$ cat config.mk
export PLATFORM = sky130hd
export DESIGN_NAME = data_mem_ctrl_flat
export DESIGN_NICKNAME = d
export VERILOG_FILES = /design/src/rtl/dmc_pkg.sv /design/src/rtl/data_mem_ctrl_if.sv /design/src/rtl/dmc_wbuf.sv /design/src/rtl/data_mem_ctrl.sv /design/src/flat_wrapper.sv
export SDC_FILE = /design/constraint.sdc
export NUM_CORES = 1
export LEC_CHECK = 0
export ABC_AREA = 1
export CAP_MARGIN = 10
export CORE_UTILIZATION = 44
export DETAILED_ROUTE_END_ITERATION = 16
export GPL_ROUTABILITY_DRIVEN = 0
export PLACE_DENSITY = 0.85
export SLEW_MARGIN = 20
export SYNTH_ARGS = -nofsm -noshare
export SYNTH_HDL_FRONTEND = slang
export SYNTH_SLANG_ARGS = --single-unit
$ cat constraint.sdc
create_clock -name clk_i -period 3.4 [get_ports clk_i]
set_input_delay 0.34 -clock clk_i [delete_from_list [all_inputs] [get_ports clk_i]]
set_output_delay 0.34 -clock clk_i [all_outputs]
set_load 0.005 [all_outputs]
$ cat src/rtl/dmc_pkg.sv
// Shared types and width defaults for the MEM-stage data-memory controller.
package dmc_pkg;

  localparam int DMC_ADDR_W = 32;
  localparam int DMC_DATA_W = 32;

  typedef enum logic [1:0] {
    IDLE = 2'b00,
    BUSY = 2'b01,
    DONE = 2'b10
  } dmc_state_t;

endpackage

$ cat src/rtl/data_mem_ctrl_if.sv
// Request/acknowledge bus between the data-memory controller and the backing memory.
// Signal names keep the controller-side _o/_i suffixes so both ends read the same.
interface data_mem_ctrl_if #(
  parameter int ADDR_W = dmc_pkg::DMC_ADDR_W,
  parameter int DATA_W = dmc_pkg::DMC_DATA_W
) ();

  logic              mem_req_o;
  logic              mem_we_o;
  logic [ADDR_W-1:0] mem_addr_o;
  logic [DATA_W-1:0] mem_wdata_o;
  logic              mem_ack_i;
  logic [DATA_W-1:0] mem_rdata_i;

  modport master (
    output mem_req_o, mem_we_o, mem_addr_o, mem_wdata_o,
    input  mem_ack_i, mem_rdata_i
  );

  modport slave (
    input  mem_req_o, mem_we_o, mem_addr_o, mem_wdata_o,
    output mem_ack_i, mem_rdata_i
  );

endinterface

$ cat src/rtl/dmc_wbuf.sv
// One-entry posted write buffer (address, data, valid) used only when WRITE_BUFFER_EN
// is defined; push and pop never coincide because a push needs an empty entry.
module dmc_wbuf #(
  parameter int ADDR_W = dmc_pkg::DMC_ADDR_W,
  parameter int DATA_W = dmc_pkg::DMC_DATA_W
) (
  input  logic              clk_i,
  input  logic              rst_n_i,
  input  logic              push_i,
  input  logic              pop_i,
  input  logic [ADDR_W-1:0] addr_i,
  input  logic [DATA_W-1:0] data_i,
  output logic              valid_o,
  output logic [ADDR_W-1:0] addr_o,
  output logic [DATA_W-1:0] data_o
);

  logic              valid_q, valid_d;
  logic [ADDR_W-1:0] addr_q,  addr_d;
  logic [DATA_W-1:0] data_q,  data_d;

  always_comb begin
    valid_d = valid_q;
    addr_d  = addr_q;
    data_d  = data_q;
    if (pop_i) valid_d = 1'b0;
    if (push_i) begin
      valid_d = 1'b1;
      addr_d  = addr_i;
      data_d  = data_i;
    end
  end

  always_ff @(posedge clk_i) begin
    if (!rst_n_i) begin
      valid_q <= 1'b0;
      addr_q  <= '0;
      data_q  <= '0;
    end else begin
      valid_q <= valid_d;
      addr_q  <= addr_d;
      data_q  <= data_d;
    end
  end

  assign valid_o = valid_q;
  assign addr_o  = addr_q;
  assign data_o  = data_q;

endmodule

$ cat src/rtl/data_mem_ctrl.sv
// MEM-stage data-memory controller: turns MemRead/MemWrite strobes into req/ack
// transactions and stalls the pipeline until each completes. WRITE_BUFFER_EN adds a posted store.
module data_mem_ctrl
  import dmc_pkg::*;
#(
  parameter int ADDR_W = DMC_ADDR_W,
  parameter int DATA_W = DMC_DATA_W
) (
  input  logic              clk_i,
  input  logic              rst_n_i,
  input  logic              MemRead_i,
  input  logic              MemWrite_i,
  input  logic [ADDR_W-1:0] Address_i,
  input  logic [DATA_W-1:0] Writedata_i,
  output logic [DATA_W-1:0] Readdata_o,
  output logic              stall_o,
  data_mem_ctrl_if.master   mem
);

  dmc_state_t        state_q, state_d;
  logic              req_q,   req_d;
  logic              we_q,    we_d;
  logic [ADDR_W-1:0] addr_q,  addr_d;
  logic [DATA_W-1:0] wdata_q, wdata_d;
  logic [DATA_W-1:0] rdata_q, rdata_d;
  logic              access;

  assign access = MemRead_i | MemWrite_i;

`ifdef WRITE_BUFFER_EN
  logic              wb_valid, wb_push, wb_pop;
  logic [ADDR_W-1:0] wb_addr;
  logic [DATA_W-1:0] wb_data;

  // The buffer only holds a store while the main FSM sits in IDLE, so any ack seen then is its own.
  assign wb_pop = wb_valid & mem.mem_ack_i;

  dmc_wbuf #(.ADDR_W(ADDR_W), .DATA_W(DATA_W)) u_wbuf (
    .clk_i   (clk_i),
    .rst_n_i (rst_n_i),
    .push_i  (wb_push),
    .pop_i   (wb_pop),
    .addr_i  (Address_i),
    .data_i  (Writedata_i),
    .valid_o (wb_valid),
    .addr_o  (wb_addr),
    .data_o  (wb_data)
  );
`endif

  // NOTE: every signal written here gets a default first, so no path can infer a latch.
  always_comb begin
    state_d = state_q;
    req_d   = req_q;
    we_d    = we_q;
    addr_d  = addr_q;
    wdata_d = wdata_q;
    rdata_d = rdata_q;
    stall_o = 1'b0;
`ifdef WRITE_BUFFER_EN
    wb_push = 1'b0;
`endif
    unique case (state_q)
      IDLE: begin
        stall_o = access;
`ifdef WRITE_BUFFER_EN
        // A draining store holds every new access here until its ack frees the bus.
        if (!wb_valid && MemWrite_i) begin
          stall_o = 1'b0;
          wb_push = 1'b1;
        end else if (!wb_valid && MemRead_i) begin
          req_d   = 1'b1;
          we_d    = 1'b0;
          addr_d  = Address_i;
          state_d = BUSY;
        end
`else
        if (access) begin
          req_d   = 1'b1;
          we_d    = MemWrite_i;
          addr_d  = Address_i;
          wdata_d = Writedata_i;
          state_d = BUSY;
        end
`endif
      end
      BUSY: begin
        stall_o = 1'b1;
        if (mem.mem_ack_i) begin
          req_d   = 1'b0;
          state_d = DONE;
          if (!we_q) rdata_d = mem.mem_rdata_i;
        end
      end
      DONE:    state_d = IDLE;
      default: state_d = IDLE;
    endcase
  end

  // NOTE: state uses non-blocking assignments so every flop samples pre-edge values.
  always_ff @(posedge clk_i) begin
    if (!rst_n_i) begin
      // NOTE: datapath registers are reset as well so Readdata_o and the bus read 0 after reset.
      state_q <= IDLE;
      req_q   <= 1'b0;
      we_q    <= 1'b0;
      addr_q  <= '0;
      wdata_q <= '0;
      rdata_q <= '0;
    end else begin
      state_q <= state_d;
      req_q   <= req_d;
      we_q    <= we_d;
      addr_q  <= addr_d;
      wdata_q <= wdata_d;
      rdata_q <= rdata_d;
    end
  end

  assign Readdata_o = rdata_q;

`ifdef WRITE_BUFFER_EN
  assign mem.mem_req_o   = req_q | wb_valid;
  assign mem.mem_we_o    = we_q  | wb_valid;
  assign mem.mem_addr_o  = wb_valid ? wb_addr : addr_q;
  assign mem.mem_wdata_o = wb_valid ? wb_data : wdata_q;
`else
  assign mem.mem_req_o   = req_q;
  assign mem.mem_we_o    = we_q;
  assign mem.mem_addr_o  = addr_q;
  assign mem.mem_wdata_o = wdata_q;
`endif

endmodule

$ cat src/flat_wrapper.sv
// flat-port wrapper written by rule: the top's interface ports become plain ports
module data_mem_ctrl_flat import dmc_pkg::*;
#(
  parameter int ADDR_W = DMC_ADDR_W,
  parameter int DATA_W = DMC_DATA_W
)
  (clk_i, rst_n_i, MemRead_i, MemWrite_i, Address_i, Writedata_i, Readdata_o, stall_o, mem_mem_req_o, mem_mem_we_o, mem_mem_addr_o, mem_mem_wdata_o, mem_mem_ack_i, mem_mem_rdata_i);
  data_mem_ctrl_if #(.ADDR_W(ADDR_W), .DATA_W(DATA_W)) mem_i ();
  input  logic clk_i;
  input  logic rst_n_i;
  input  logic MemRead_i;
  input  logic MemWrite_i;
  input  logic [ADDR_W-1:0] Address_i;
  input  logic [DATA_W-1:0] Writedata_i;
  output logic [DATA_W-1:0] Readdata_o;
  output logic stall_o;
  output wire logic [$bits(mem_i.mem_req_o)-1:0] mem_mem_req_o;
  output wire logic [$bits(mem_i.mem_we_o)-1:0] mem_mem_we_o;
  output wire logic [$bits(mem_i.mem_addr_o)-1:0] mem_mem_addr_o;
  output wire logic [$bits(mem_i.mem_wdata_o)-1:0] mem_mem_wdata_o;
  input wire logic [$bits(mem_i.mem_ack_i)-1:0] mem_mem_ack_i;
  input wire logic [$bits(mem_i.mem_rdata_i)-1:0] mem_mem_rdata_i;
  assign mem_mem_req_o = mem_i.mem_req_o;
  assign mem_mem_we_o = mem_i.mem_we_o;
  assign mem_mem_addr_o = mem_i.mem_addr_o;
  assign mem_mem_wdata_o = mem_i.mem_wdata_o;
  assign mem_i.mem_ack_i = mem_mem_ack_i;
  assign mem_i.mem_rdata_i = mem_mem_rdata_i;
  data_mem_ctrl #(.ADDR_W(ADDR_W), .DATA_W(DATA_W)) u_core (.clk_i(clk_i), .rst_n_i(rst_n_i), .MemRead_i(MemRead_i), .MemWrite_i(MemWrite_i), .Address_i(Address_i), .Writedata_i(Writedata_i), .Readdata_o(Readdata_o), .stall_o(stall_o), .mem(mem_i));
endmodule
Yosys cells after proc, flatten, opt, wreduce, memory -nomap -nowiden
Cells that the tools add are included.
{"block": "word_totals", "output_inout_bits": 99, "input_bits": 101, "reg_bits": 100, "wordCells": 24}
{"block": "classes", "eq_ne": 3, "n_bitwise": 2, "n_mux": 7, "reduce_logical": 6}
{"operator": "3-bit AND reduction", "n": 2}
{"operator": "2-bit 2-to-1 mux", "n": 2}
{"operator": "1-bit one-hot mux with 2 select lines", "n": 2}
{"operator": "2-bit one-hot mux with 2 select lines", "n": 1}
{"operator": "2-bit AND reduction", "n": 2}
{"operator": "2-bit by 1-bit equality test with 1-bit output, second input constant", "n": 1}
{"operator": "2-bit zero test", "n": 1}
{"operator": "1-bit 2-to-1 mux", "n": 2}
{"operator": "2-bit by 1-bit != test with 1-bit output, second input constant", "n": 1}
{"operator": "2-bit != test, second input constant", "n": 1}
{"operator": "2-bit nonzero test", "n": 1}
{"operator": "1-bit inverter", "n": 1}
{"operator": "1-bit OR", "n": 1}

Longest topological paths before layout
Gate-level depths: netlist of the first run.
{"block": "logic_depth", "depth_word": 3, "mapped_depth": 7, "depth_no_buf": 5}

Least setup slack after synthesis of the first run
Ideal clock, no wire load.
{"block": "synth_path", "kind": "input -> output", "start": "input MemRead_i", "end": "output stall_o", "stages": 5, "n_path_buf": 1, "t_arrival_ns": 0.897, "setup_slack_ns": 2.163, "required_time_ns": 3.060, "cell_sequence": "inv_1 -> nand2_1 -> clkbuf_1 -> nand2_1 -> nand2_1"}
{"block": "synth_via", "elab_chain_cells": 2}
{"item": "start: declaration", "line_no": "flat_wrapper.sv:11", "source": "input logic MemRead_i;"}
{"item": "1-bit OR", "line_no": "data_mem_ctrl.sv:28", "source": "assign access = MemRead_i | MemWrite_i;"}
{"item": "1-bit one-hot mux with 2 select lines", "line_no": "data_mem_ctrl.sv:63", "source": "unique case (state_q)"}
{"item": "end: declaration", "line_no": "flat_wrapper.sv:16", "source": "output logic stall_o;"}
Every way passes these cells.

Worst setup path in the final report of the first run
{"block": "layout_path", "start": "input MemWrite_i", "end": "output stall_o"}
{"block": "layout_via", "elab_chain_cells": 2}
{"item": "start: declaration", "line_no": "flat_wrapper.sv:12", "source": "input logic MemWrite_i;"}
{"item": "1-bit OR", "line_no": "data_mem_ctrl.sv:28"}
{"item": "1-bit one-hot mux with 2 select lines", "line_no": "data_mem_ctrl.sv:63"}
Every way passes these cells.

==> impl_metrics.toml, run 1 <==
[yosys]
yosys.area_share.simple_pct = 36.19
yosysTopAreaCell = "dfxtp_1"
synth_fa_ha_area_share_pct = 0
yosysSeqAreaShare_pct = 46.73
synthTopCellsByArea = "dfxtp_1 47%, nor2_1 11%, nand3b_1 11%"
yosys-mux-area-fraction_pct = 0
netlist_instances = 590
syn-num-nets = 691
syn_avg_cell_area_um2 = 7.261
ys_ff_latch = 100
synth_compound_area_share_pct = 7.827
ys.warnings.count = 0
synthesis.area_um2 = 4284
synth-xor-area-share_pct = 0
synth_top_area_share_pct = 46.73
synth_top_family_by_area = "simple AND/OR/NAND/NOR gates"
synth.distinct_cells = 12

[grt]
grt_pass1_vias = 3799
grt_max_degree = 131
gr-usage-all-layers_pct = 21.77
grt_antenna_before_repair = 0
grt_first_pass_wirelength_mm = 17.72
overflow = 0

[setup_path]
cp-start-kind = "input port"
crit_fanout = 33
path_buf_inv = 3
critPathMaxStageDelay_ps = 520
path_cells = "clkdlybuf4s50_1 -> inv_1 -> nand2_4 -> nand2_1 -> nand2_1 -> clkdlybuf4s50_1"
slowest_stage = "clkdlybuf4s50_1"
worstSetupPathType = "input port to output port"
endpoint_kind = "output port"
critical-path-top-delay-family = "buffers and inverters"
required_ps = 3060
cp_data_arrival_time_ps = 1920

[floorplanning]
core_um2 = 9328
die_h_um = 100.7
start_util_pct = 45.93
die_w_um = 100.7
die_area_um2 = 10140
ioPinCount = 200
num_rows = 35

[sta]
fmax_ghz = 0.4427
rsz0062_at_grt = "false"
tightest_slew_ps = 994.2
finalSetupViolCount = 0
setup_tns_ps = 0
min_period_over_period_pct = 66.44
max_slew_margin_pct = 33.72
final_hold_viol_count = 0
drv_slew = 0
final.min_clock_period_ps = 2259
finClkSkew_ps = 19.52
layout_setup_ws_ps = 1141

[clock_tree]
clk_pin_slew_ps = 90
hold_buffers = 0
cts_tree = "built"
clkSinkCount = 100
cts.repair.resized = 0
cts_buffer_depth = 2
htreeDepth = 3
clock_latency_ps = 350
root_buffer = "clkbuf_8"
numCtsBuffers = 9
postCtsSetupBuffers = 0

[placement]
dp_slack_ps = 1146
dp_hpwl_mm = 7.757
numPortBuffers = 199

[drt]
vias = 4276
drcViolationCount = 0
viasPerCell = 4.799
drt_iter0_markers = 133
wl_mm = 11.30
wl_per_cell_um = 12.68
ant_nets = 0
firstDrtPassIters = 4

[run]
maxCapViolations = 0

[layout]
finalNetCount = 858
multi_input_area_um2 = 1906
fillers = 788
register_area_um2 = 2002
area_delta_synth_final_pct = 50.20
drive_gt1_share_pct = 3.412
diodes = 0

[pwr]
p_per_area_nw_per_um2 = 433.4
vdd_drop_max_mv = 0.2336
p_leak_nw = 2.747

[status]
status = "complete, no violations"

[hold_path]
hp-class = "flop to flop"
-- flip-flops by register name, summed over array words and instances (netlist names) --
register                cells
u_core.mem.mem_req_o        1
u_core.state_q              2
u_core.mem.mem_addr_o      32
u_core.mem.mem_wdata_o     32
u_core.Readdata_o          32
u_core.mem.mem_we_o         1
-- cells in the mapped netlist, drive strengths merged --
cell and instances:
inv 39, buf 43, nand3 33, a21oi 67, clkbuf 5, nand3b 64, nand2 106, nor2 133
dfxtp 100
-- cell usage in the layout (no fill, tap or decap) --
master and count:
clkdlybuf4s50_1 198, clkbuf_8 11, nor2_1 129, dfxtp_1 100, nor2_4 2, nor2_2 2
clkbuf_1 1, nand2_4 1, buf_6 1, a21oi_1 67, nand3_1 33, clkinv_4 3
nand3b_1 64, inv_1 39, clkinvlp_4 1, nand2_1 105, buf_4 5
-- final timing paths --
kind	from	endpoint	slack (ps)	cells past startpoint
setup / recovery	MemWrite_i	stall_o	1140	6
hold / removal	u_core.mem.mem_req_o	u_core.mem.mem_req_o	480	2
setup reg to reg	u_core.state_q[1]	u_core.mem.mem_we_o	1730	5
hold reg to reg	u_core.mem.mem_req_o	u_core.mem.mem_req_o	480	2
-- report_power, final --
part	internal [mW]	leakage, nW	switching, mW
sequential	1.29	0.827	0.0614
combinational	0.413	1.83	0.310
clock	0.311	0.0928	0.408
-- cell type report --
| class | count | area share, % |
|---|---|---|
| Clock inverter | 4 | 0.5250 |
| Inverter | 39 | 2.275 |
| Timing Repair Buffer | 204 | 31.56 |
| Clock buffer | 12 | 2.411 |
| Tap cell | 129 | 2.508 |
| Multi-Input combinational cell | 403 | 29.61 |
| Sequential cell | 100 | 31.11 |
-- layer usage --
metal	vias to the layer above	wire (um)	part of all wire [%]	GRT usage (%)
met3	24	911	8.1	7.282
met4	0	269	2.4	8.361
li1	2197	-	-	-
met5	-	0	0	0
met1	1915	4783	42	25.72
met2	140	5337	47	36.56
-- worst reg2reg max path: cells and delay by family (launching register included) --
kind,cells,cell delay (ps)
buffers and inverters,1,660
DFF,1,370
AOI/OAI and AO/OA,1,60
and+or+nand+nor,3,470
-- kinds of logic (layout without fill, tap and decap cells) --
logic type,after synthesis,count (layout)
flops,100,100
compound gates,67,67
buf+inv,87,259
simple gates,336,336
-- through the flow --
stage | area (um2) | power (mW) | instances | utilization, % | hold WS (ps)
4_1_cts | 6431 | 2.811 | 891 | 68.95 | 487.7
6_report | 6435 | 2.789 | 891 | 68.99 | 482.2
2_1_floorplan | 4284 | 1.715 | 590 | - | 456.6
3_5_place_dp | 6242 | 2.098 | 875 | 66.92 | 466.1
3_3_place_gp | 6237 | 2.072 | 875 | 66.87 | 459.9
5_1_grt | 6435 | 2.951 | 891 | 68.99 | 507.1
(Power assumes the default switching activity.)
==> inputs of run 2 (changes only) <==
--- a/config.mk
+++ b/config.mk
@@ -7,10 +7,10 @@
 export LEC_CHECK = 0
 export ABC_AREA = 1
 export CAP_MARGIN = 10
-export CORE_UTILIZATION = 44
+export CORE_UTILIZATION = 41
 export DETAILED_ROUTE_END_ITERATION = 16
 export GPL_ROUTABILITY_DRIVEN = 0
-export PLACE_DENSITY = 0.85
+export PLACE_DENSITY = 0.8
 export SLEW_MARGIN = 20
 export SYNTH_ARGS = -nofsm -noshare
 export SYNTH_HDL_FRONTEND = slang
==> constraint.sdc (replaced) <==
create_clock -name clk_i -period 2.2 [get_ports clk_i]
set_input_delay 0.22 -clock clk_i [delete_from_list [all_inputs] [get_ports clk_i]]
set_output_delay 0.22 -clock clk_i [all_outputs]
set_load 0.005 [all_outputs]
==> impl_metrics.toml, run 2 (same netlist as run 1, synthesis figures left out) <==
[pwr]
p_seq_share_pct = 46.7
p_per_area_nw_per_um2 = 684.9
power_mw = 4.458
power_frac_clock_pct = 27.8
p_int_mw = 3.272
vdd_drop_max_mv = 0.3478
p_leak_nw = 2.778
pwr-share-comb_pct = 25.5
p_sw_mw = 1.185
netSwitchingFraction_pct = 26.59

[sta]
finClkSkew_ps = 7.379
drv_slew = 0
max_slew_margin_pct = 64.42
setup_tns_ps = 0
rsz0062_at_grt = "false"
final_hold_viol_count = 0
final.min_clock_period_ps = 1783
min_period_over_period_pct = 81.04
tightest_slew_ps = 533.7
fmax_ghz = 0.5609
finalSetupViolCount = 0

[drt]
drt_iter0_markers = 223
wl_per_cell_um = 13.22
wl_mm = 11.86
firstDrtPassIters = 7
viasPerCell = 4.740
drcViolationCount = 0
ant_nets = 0
vias = 4252

[layout]
drive_gt1_share_pct = 3.534
fillers = 890
final_common_cell = "clkdlybuf4s50_1"
final_cell_mix = "198 x clkdlybuf4s50_1, 129 x nor2_1, 105 x nand2_1, 100 x dfxtp_1, 67 x a21oi_1"
area_delta_synth_final_pct = 51.93
finalNetCount = 861
diodes = 0

[hold_path]
hold_depth = 3
hp-class = "input port to flop"
min_to = "u_core.mem.mem_addr_o[26]"
hp-start = "rst_n_i"

[setup_path]
slowest_stage = "clkdlybuf4s50_1"
cp-start-kind = "flop"
critPathMaxStageDelay_ps = 500
crit_top_cell = "nand2_1"
cp_data_arrival_time_ps = 1560
path_buf_inv = 1
required_ps = 1980
reg2reg_slack_ps = 800
r2r_cells = 5
endpoint_kind = "output port"
critical-path-top-delay-family = "buffers and inverters"
rr_startpoint = "u_core.state_q[1]"
crit_fanout = 3
worstSetupPathType = "flop to output port"
path_cells = "nor2_4 -> nand2_1 -> nand2_1 -> clkdlybuf4s50_1"
r2r_end = "u_core.mem.mem_wdata_o[11]"

[clock_tree]
cts_tree = "built"
numCtsBuffers = 9
postCtsSetupBuffers = 0
hold_buffers = 0
clock_latency_ps = 350
clk_pin_slew_ps = 90
htreeDepth = 3
cts.repair.resized = 0
clkSinkCount = 100
root_buffer = "clkbuf_8"
cts_buffer_depth = 2

[grt]
overflow = 0
grt_first_pass_wirelength_mm = 19.54
gr-usage-all-layers_pct = 21.91
grt_antenna_before_repair = 0
grt_max_degree = 131
grt_pass1_vias = 4167

[floorplanning]
start_util_pct = 43.04
die_h_um = 104.2
num_rows = 36
core_um2 = 9955
ioPinCount = 200
die_area_um2 = 10860
die_w_um = 104.2

[placement]
numPortBuffers = 199
dp_hpwl_mm = 8.130

[run]
maxCapViolations = 0

[status]
status = "complete, no violations"
-- run 2: cell count changes in the layout (fill, tap and decap cells not counted) --
cell	before	now
nor2_4	2	1
bufinv_16	0	2
buf_4	5	6
clkinv_4	3	0
nor2_2	2	3
clkbuf_1	1	2
buf_12	0	3
clkinvlp_4	1	2
clkbuf_8	11	9
buf_6	1	0
-- run 2: routing by layer --
metal,wire length [um],GRT usage (%),up-vias
met4,295,9.184,0
li1,-,-,2201
met3,995,7.519,28
met1,5065,25.52,1878
met5,0,0,-
met2,5504,36.57,145
-- run 2: worst min-delay path, stage by stage --
cell     delay (ps)
buf_4           270
nand2_1         130
nor2_1           30
-- run 2: final cells by class --
type / instances / area [um2] / share of cell area, %
Timing Repair Buffer: 207 / 2087 / 32.06
Sequential cell: 100 / 2002 / 30.76
Multi-Input combinational cell: 403 / 1901 / 29.20
Tap cell: 133 / 166.4 / 2.557
Inverter: 39 / 146.4 / 2.249
Clock buffer: 11 / 131.4 / 2.018
Clock inverter: 4 / 75.07 / 1.153
-- run 2: power groups by stage --
stage	sequential [mW]	combinational (mW)	clock, mW
floorplan	2.13	0.521	0
global placement	2.11	1.12	0
detailed placement	2.12	1.14	0
CTS	2.08	1.15	1.29
global route	2.10	1.25	1.36
finish	2.08	1.14	1.24
-- run 2: metrics by stage --
step	cell area (um2)	setup WS, ps	hold slack (ps)	std cells	utilization, %
global route	6509	352.8	358.6	897	65.38
detailed placement	6302	496.3	471.4	882	63.31
CTS	6509	403.1	332.3	897	65.38
finish	6509	417.1	339.7	897	65.38
global placement	6302	490.3	461.9	882	63.31
floorplan	4284	1098	367.4	590	-
-- run 2: how the worst max path moves through the flow --
stage	cells past startpoint	to	slack, ps	startpoint
6_report	4	stall_o	420	u_core.state_q[1]
2_1_floorplan	6	u_core.mem.mem_wdata_o[16]	1100	u_core.state_q[1]
3_5_place_dp	6	stall_o	500	MemRead_i
3_3_place_gp	6	stall_o	490	MemRead_i
5_1_grt	4	stall_o	350	u_core.state_q[1]
4_1_cts	4	stall_o	400	u_core.state_q[1]
==> inputs of run 3 (changes only) <==
--- a/config.mk
+++ b/config.mk
@@ -7,10 +7,10 @@
 export LEC_CHECK = 0
 export ABC_AREA = 1
 export CAP_MARGIN = 10
-export CORE_UTILIZATION = 41
+export CORE_UTILIZATION = 37
 export DETAILED_ROUTE_END_ITERATION = 16
 export GPL_ROUTABILITY_DRIVEN = 0
-export PLACE_DENSITY = 0.8
+export PLACE_DENSITY = 0.76
 export SLEW_MARGIN = 20
 export SYNTH_ARGS = -nofsm -noshare
 export SYNTH_HDL_FRONTEND = slang
==> constraint.sdc (replaced) <==
create_clock -name clk_i -period 1.6 [get_ports clk_i]
set_input_delay 0.16 -clock clk_i [delete_from_list [all_inputs] [get_ports clk_i]]
set_output_delay 0.16 -clock clk_i [all_outputs]
set_load 0.005 [all_outputs]
==> impl_metrics.toml, run 3 (same netlist as run 1, synthesis figures left out) <==
[clock_tree]
clk_pin_slew_ps = 60
cts_tree = "built"
htreeDepth = 3
hold_buffers = 0
clkSinkCount = 100
root_buffer = "clkbuf_16"
cts_buffer_depth = 2
clock_latency_ps = 330
numCtsBuffers = 9

[setup_path]
startpoint = "u_core.mem.mem_we_o"
critical-path-top-delay-family = "buffers and inverters"
critPathMaxStageDelay_ps = 570
cp_data_arrival_time_ps = 1300
crit_fanout = 4
required_ps = 1440
r2r_cells = 5
endpoint_kind = "output port"
path_cells = "clkdlybuf4s50_1"
cp-start-kind = "flop"
slowest_stage = "clkdlybuf4s50_1"
worstSetupPathType = "flop to output port"
path_buf_inv = 1
cp_num_cells = 1
rr_startpoint = "u_core.state_q[0]"

[pwr]
pwr-share-comb_pct = 24.6
p_sw_mw = 1.685
p_per_area_nw_per_um2 = 970.3
p_leak_nw = 2.854
p_int_mw = 4.777
vdd_drop_max_mv = 0.4784
p_seq_share_pct = 44.3
netSwitchingFraction_pct = 26.08
power_frac_clock_pct = 31.2
power_mw = 6.463

[floorplanning]
die_h_um = 109.6
ioPinCount = 200
die_w_um = 109.6
start_util_pct = 38.67
num_rows = 38
core_um2 = 11080
die_area_um2 = 12010

[layout]
final_common_cell = "clkdlybuf4s50_1"
fillers = 1038
drive_gt1_share_pct = 4.036
finalNetCount = 865
final_cell_mix = "197 x clkdlybuf4s50_1, 129 x nor2_1, 105 x nand2_1, 100 x dfxtp_1, 67 x a21oi_1"
diodes = 0
stdcell_area_um2 = 6660
area_delta_synth_final_pct = 55.46

[placement]
postPlaceCellArea_um2 = 6391
numPortBuffers = 199
dp_hpwl_mm = 8.112

[grt]
use_met3_pct = 7.054
grt_antenna_before_repair = 0
gr-usage-met1_pct = 21.80
grt_pass1_vias = 3923
gr-usage-all-layers_pct = 19.27
overflow = 0
grt_first_pass_wirelength_mm = 18.15
grtUsageMet2_pct = 32.57
grt_max_degree = 131
busiest_layer = "met2"

[drt]
firstDrtPassIters = 6
vias = 4323
wl_per_cell_um = 12.86
viasPerCell = 4.761
ant_nets = 0
wl_mm = 11.68
drt_iter0_markers = 261
drcViolationCount = 0

[sta]
final_hold_viol_count = 0
drv_slew = 0
min_period_over_period_pct = 91.50
final.min_clock_period_ps = 1464
finClkSkew_ps = 3.525
max_slew_margin_pct = 63.94
fmax_ghz = 0.6830
tightest_slew_ps = 540.9
finalSetupViolCount = 0
rsz0062_at_grt = "false"

[hold_path]
hp-class = "input port to flop"
hold_depth = 3
hp-start = "rst_n_i"

[status]
status = "complete, no violations"

[run]
maxCapViolations = 0
## run 3: metrics by stage
step           TNS (ps)  setup WS, ps  cells  utilization (%)  hold slack [ps]
2_1_floorplan         0         498.3    590                -            307.4
3_3_place_gp     -2.772        -2.772    893            57.69            459.2
3_5_place_dp     -5.371        -5.371    893            57.69            466.7
4_1_cts               0         119.4    908            60.12            247.9
5_1_grt               0         83.82    908            60.12            265.5
6_report              0         136.0    908            60.12            244.3
## run 3: what timing repair did
item,in CTS,in global routing
setup endpoints to repair,1,0
resized for setup,1,0
setup buffers,0,0
hold endpoints to repair,0,0
## run 3: cell type report
type                       instances  area [um2]  area share [%]
multi-input combinational        403        1901           28.54
timing repair buffer             211        2166           32.52
tap                              140       175.2           2.630
clock buffer                      13       260.3           3.908
inverter                          39       146.4           2.198
sequential                       100        2002           30.06
clock inverter                     2       10.01          0.1503
## run 3: per-layer routing
layer / part of all wire, % / vias to the layer above
met5: 0 / -
met3: 9.0 / 17
li1: - / 2210
met1: 42 / 1955
met2: 47 / 141
met4: 2.1 / 0
## run 3: final timing paths
path                                 to  slack, ps
max                        mem_mem_we_o        140
min          u_core.mem.mem_wdata_o[30]        240
max reg2reg    u_core.mem.mem_addr_o[1]        230
min reg2reg    u_core.mem.mem_addr_o[2]        480
## run 3: power groups by stage
| stage | clock, mW | sequential [mW] | combinational (mW) |
|---|---|---|---|
| after floorplan | 0 | 2.93 | 0.716 |
| after CTS | 2.08 | 2.86 | 1.60 |
| after global routing | 2.18 | 2.89 | 1.76 |
| final | 2.01 | 2.86 | 1.59 |
| after global placement | 0 | 2.91 | 1.57 |
| after detailed placement | 0 | 2.92 | 1.60 |
